### config.mk
export PLATFORM = sky130hd
export DESIGN_NAME = fir_coef_tx
export DESIGN_NICKNAME = d
export VERILOG_FILES = /design/src/rtl/fir_coef_tx.sv
export SDC_FILE = /design/constraint.sdc
export NUM_CORES = 2
export LEC_CHECK = 0
export BUFFER_PORTS_ARGS = -buffer_cell sky130_fd_sc_hd__buf_4
export CORE_ASPECT_RATIO = 0.9
export CORE_MARGIN = 5
export CORE_UTILIZATION = 35
export CTS_CLUSTER_SIZE = 14
export DETAILED_ROUTE_END_ITERATION = 10
export SLEW_MARGIN = 40
export SYNTH_ARGS = -nofsm -noshare
export SYNTH_HDL_FRONTEND = slang
export SYNTH_SLANG_ARGS = --single-unit
### constraint.sdc
create_clock -name clk -period 3 [get_ports clk]
set_input_delay 0.45 -clock clk [delete_from_list [all_inputs] [get_ports clk]]
set_output_delay 0.45 -clock clk [all_outputs]
set_load 0.01 [all_outputs]
### src/rtl/fir_coef_tx.sv
// Coefficient transmitter for a serial-coefficient FIR datapath: sends a one-word
// preamble and NTAP table words, then paces incoming samples at most once per SPACING cycles.
module fir_coef_tx #(
  parameter int NTAP    = 64,
  parameter int SPACING = 64
) (
  input  logic        clk,
  input  logic        TX_restn,
  input  logic        cfg_we,
  input  logic [5:0]  cfg_addr,
  input  logic [15:0] cfg_data,
  input  logic        start,
  input  logic        s_valid,
  input  logic [15:0] s_data,
  output logic        s_ready,
  output logic [15:0] b,
  output logic [15:0] x,
  output logic        b_valid,
  output logic        busy,
  output logic        coef_done
);

  localparam int KW = (NTAP > 1) ? $clog2(NTAP) : 1;
  localparam int CW = (SPACING > 1) ? $clog2(SPACING) : 1;

  typedef enum logic [1:0] {IDLE, PREAMBLE, LOAD, STREAM} state_t;

  state_t        state_q, state_d;
  logic [KW-1:0] k_q, k_d;
  logic [CW-1:0] cnt_q, cnt_d;
  logic [15:0]   b_q, b_d;
  logic [15:0]   x_q, x_d;
  logic          bv_q, bv_d;
  logic          done_q, done_d;
  logic          ready;

  logic [15:0]   coef_q [NTAP];
  logic          coef_we;
  logic [KW-1:0] wr_idx;

  // The table only accepts writes while idle so a load in flight streams a stable snapshot.
  assign wr_idx  = cfg_addr[KW-1:0];
  assign coef_we = (state_q == IDLE) && cfg_we && (int'(cfg_addr) < NTAP);

  generate
    for (genvar gi = 0; gi < NTAP; gi++) begin : g_coef
      always_ff @(posedge clk or negedge TX_restn) begin
        if (!TX_restn) begin
          coef_q[gi] <= '0;
        end else if (coef_we && (wr_idx == KW'(gi))) begin
          coef_q[gi] <= cfg_data;
        end
      end
    end
  endgenerate

  assign ready = (state_q == STREAM) && (cnt_q == '0);

  always_comb begin
    state_d = state_q;
    k_d     = k_q;
    cnt_d   = cnt_q;
    b_d     = b_q;
    x_d     = x_q;
    bv_d    = 1'b0;
    done_d  = done_q;
    case (state_q)
      IDLE: begin
        if (start) begin
          state_d = PREAMBLE;
          b_d     = '0;
          k_d     = '0;
        end
      end
      PREAMBLE: begin
        state_d = LOAD;
        k_d     = '0;
        b_d     = coef_q[0];
      end
      LOAD: begin
        if (k_q == KW'(NTAP - 1)) begin
          state_d = STREAM;
          b_d     = '0;
          done_d  = 1'b1;
          cnt_d   = '0;
        end else begin
          k_d = k_q + 1'b1;
          b_d = coef_q[k_d];
        end
      end
      STREAM: begin
        // A slot at count zero is held until a sample arrives rather than skipped.
        if (ready && s_valid) begin
          x_d   = s_data;
          bv_d  = 1'b1;
          cnt_d = CW'(1);
        end else if (cnt_q != '0) begin
          cnt_d = (cnt_q == CW'(SPACING - 1)) ? '0 : cnt_q + 1'b1;
        end
      end
      default: state_d = IDLE;
    endcase
  end

  always_ff @(posedge clk or negedge TX_restn) begin
    if (!TX_restn) begin
      state_q <= IDLE;
      k_q     <= '0;
      cnt_q   <= '0;
      b_q     <= '0;
      x_q     <= '0;
      bv_q    <= 1'b0;
      done_q  <= 1'b0;
    end else begin
      state_q <= state_d;
      k_q     <= k_d;
      cnt_q   <= cnt_d;
      b_q     <= b_d;
      x_q     <= x_d;
      bv_q    <= bv_d;
      done_q  <= done_d;
    end
  end

  assign s_ready   = ready;
  assign b         = b_q;
  assign x         = x_q;
  assign b_valid   = bv_q;
  assign busy      = (state_q != IDLE);
  assign coef_done = done_q;

endmodule

==> results.txt <==
- The flow ran to the end, and the final reports show no timing, DRC or antenna violations.
* Type of the worst min-delay path: input port to flop
- Counting flops with a built-in enable in the synthesized netlist gives 0.
* Horizontal die dimension: 404.1 um
- The compound-gate portion of the synthesized area is 0.01974.
- Synthesis inferred 1072 register bits.
- IR analysis of the VDD net gives a maximum drop of between 0.6 and 0.7 mV.
- Post-CTS Setup Bufs: 0
- Number of buffers between clock root and the deepest sink: 3
- After synthesis, the largest family of logic cells by area is multiplexers.
- The most used flip-flop cell after synthesis is dfrtp_1.
- The clock net in this run drives a total of roughly 1100 sinks.
- Least-Margin Pin Slew: 0.9427 ns
- Across all layers, the routed design uses just under 30000 vias.
- Clock-pin slew was measured on the worst setup and hold paths at roughly 0.060 ns.
- Vias in the first global route: ~30000
- Wires add up to approximately 140000 um.
- Final routed wire length divided by cell count: between 20 and 30 um
- After floorplanning, the core was divided into 130 placement rows.
* Overall die area: roughly 150000 sq um
* Post-DP HPWL: between 80000 and 90000 um
- The number of hold violations in the final report came to 0.
- Worst Setup Slack, final: a little under 0.1 ns
* Standard cell core area: between 100000 and 150000 sq um
- Counting I/O delays and the setup requirement, the final critical path takes just under 3 ns.
- The first routing iteration left approximately 2200 violations.
- The clock reaches the later pin of the worst-skew pair after around 0.7 ns.
- During synthesis, Yosys emitted a total of 0 warnings.
- Data on the critical path arrives at its endpoint at between 3 and 4 ns.
* Count of buffers from port buffering: 78
- TritonCTS clock tree: built
* Largest net degree at the start of global routing: 98
- Unique masters post-synth: 54
- The total count of max-transition violations in the final report came to 0.
- Clock tree root buffer cell: clkbuf_16
* Starting density of the core: 0.3515
- Share of synthesized cell area in and, or, nand and nor gates: 0.04370
- Layout Nets: 3478
- The critical path is of the flop to flop type.
- Of the post-synthesis cell area, the part taken by muxes is 0.3574.
* Cell Area, Synth: 48940 sq um
* Clock buffer count from CTS: around 110
- Of the total synthesized cell area, the portion taken by XOR and XNOR cells is 0.001969.
- Setup violations remaining at the end of the flow were counted as 0.
* Per-cell via count in the routed design: between 5 and 6
- Final RePlAce weighted congestion: 0.8538
- Adder and majority cell fraction of the synthesized area: 0.001790
* Sequential cell area fraction in the yosys report: 0.5482
- Cell types occupying the most area after synthesis: dfrtp_1 (55%), mux2_2 (24%), mux4_2 (11%)
* Leakage: approximately 27 nW
- In this run the remaining antenna-violating nets after routing total 0.
* Global-route wire length before repair: between 200000 and 250000 um
- STA classifies the critical path startpoint as a flop.
- Number of antenna violations at the first check in global routing: 4
- Area growth, synth to finish: 15.60%
- Data on the critical path is required at its endpoint by 3.57 ns.
- Of the available clock period, the critical path in the final layout requires 0.9673.
- Synthesis produced 3326 cells.
- STA classifies the critical path endpoint as a flop.
- In this run the worst path has a maximum fanout of 35.
- MaxCap Viol Count: 0
* Area fraction of the dominant cell type after synthesis: 0.5482
- Nets in the synthesized netlist: roughly 3400
- Share of post-route cells with drive strength above 1: 0.4939
- Largest clock skew in the final design: between 0.02 and 0.03 ns
* Grt total ovfl: 0
- Before antenna repair, the detailed router went through 5 iterations.
- The worst pin sits at a relative slew slack of 0.3677.
- In the synthesized netlist the async set-or-reset flop fraction comes to 1.000.
* Place WS: ~0.046 ns
- Dividing total power by cell area gives a power density of about 720 nW/um^2.
- The number of antenna diodes in the final layout is 0.
- The average instance in the mapped netlist occupies 14.71 sq um.
- Number of H-tree branching levels: 3
- Vertical die dimension: around 360 um
* Number of I/O pins: 79
- Setup_tns: 0 ns
- Synth area leader: dfrtp_1
- Total GRT Usage: 0.1830
* Unrepaired setup endpoints after global routing: false
* Top achievable clock speed: 0.3446 GHz
- In the routed design, unresolved DRC markers number 0.
[power breakdown]
group	leakage (nW)	switching [mW]	internal [mW]	total [mW]
Clock	1.93	5.86	8.74	14.6
Sequential	14.7	1.02	16.4	17.4
Combinational	9.95	4.52	4.32	8.84
[routing by layer]
metal,share of wire,vias to the layer above,global-route usage
met5,0,-,0
met4,0.030,0,0.05392
met3,0.048,187,0.02991
met2,0.46,691,0.2887
met1,0.46,15910,0.2618
li1,-,12420,-
[repair_timing]
item	4_1_cts	5_1_grt
gates resized for setup	0	2
hold buffers	17	0
endpoints found under the setup margin	0	2
endpoints found under the hold margin	41	0
[critical path, stage by stage, from the launching register on]
cell,delay (ns)
dfrtp_4,0.55
ha_4,0.25
xor2_4,0.25
buf_12,0.19
buf_12,0.26
buf_12,0.20
mux4_2,0.29
mux2i_1,0.40
nand2_1,0.14
nand3_1,0.11
nand3_1,0.08
[registers in the layout, summed over array words and instances (netlist names)]
register / flops
coef_q: 1024
b: 16
x: 16
cnt_q: 6
k_q: 6
state_q: 2
b_valid: 1
coef_done: 1
[worst paths after layout]
| kind | from | to | slack, ns | depth (start not counted) |
|---|---|---|---|---|
| hold reg to reg | x[4]$_DFFE_PN0P_ | x[4]$_DFFE_PN0P_ | 0.47 | 2 |
| setup reg to reg | k_q[0]$_DFFE_PN0P_ | b[12]$_DFFE_PN0P_ | 0.1 | 10 |
| hold / removal | cfg_data[0] | coef_q[80]$_DFFE_PN0P_ | 0.23 | 2 |
| min in group asynchronous | TX_restn | coef_q[125]$_DFFE_PN0P_ | 0.34 | 2 |
| max in group asynchronous | TX_restn | coef_q[317]$_DFFE_PN0P_ | 1.64 | 3 |
| setup / recovery | k_q[0]$_DFFE_PN0P_ | b[12]$_DFFE_PN0P_ | 0.1 | 10 |
[kinds of logic (layout without fill, tap and decap cells)]
group / after synthesis / in the layout
AO/OA/AOI/OAI: 136 / 136
XOR/XNOR: 8 / 8
adder cells (fa/ha/maj): 7 / 7
buffers and inverters: 304 / 501
flip-flops: 1072 / 1072
multiplexers: 1313 / 1313
AND/OR/NAND/NOR: 486 / 486
[placed cells by master (no fill, tap or decap), types with 18 or more instances in the layout]
master	synthesis	routed
mux2i_1	45	44
clkbuf_8	0	27
nor2_1	21	20
nor2_2	19	20
clkinv_2	0	21
a32oi_1	20	20
buf_4	14	220
nand3_1	81	81
dfrtp_1	1072	1071
a21oi_1	18	18
mux4_2	233	233
nand2_1	301	301
buf_12	0	40
mux2_2	1026	1026
a31oi_1	28	28
clkbuf_16	0	117
clkbuf_1	172	28
[synth_stat cells, types with 8 or more instances]
library cell and number:
mux4_2 233, buf_1 22, a22o_1 8, dfrtp_1 1072
mux2_2 1026, nand4_1 13, inv_1 8, nor2_2 19
nor2b_1 12, a32oi_1 20, o21ai_0 18, nand2b_1 8
a22oi_1 9, mux2i_1 45, buf_2 81, nor3_1 8
nand2_1 301, clkbuf_1 172, nand3_1 81, a31oi_1 28
buf_4 14, mux4_1 9, a21oi_1 18, nor2_1 21
[final cells by class]
| type | instances | area (sq um) |
|---|---|---|
| Multi-Input combinational cell | 1950 | 20820 |
| Timing Repair Buffer | 282 | 2683 |
| Clock buffer | 172 | 3405 |
| Inverter | 9 | 33.78 |
| Tap cell | 1848 | 2312 |
| Sequential cell | 1072 | 26830 |
| Clock inverter | 38 | 488.0 |
| Fill cell | 12950 | 82660 |
[stage by stage]
stage          cells    util  hold slack [ns]  power, mW  cell area, sq um
2_1_floorplan   3326       -           0.1544      23.20             48940
3_3_place_gp    5141  0.3765           0.4540      26.35             52430
3_5_place_dp    5143  0.3769           0.4624      26.53             52470
4_1_cts         5370  0.4060           0.1802      41.23             56540
5_1_grt         5371  0.4063           0.2097      42.60             56570
6_report        5371  0.4063           0.2283      40.82             56570
No activity file was read; power rests on OpenSTA's default activity.
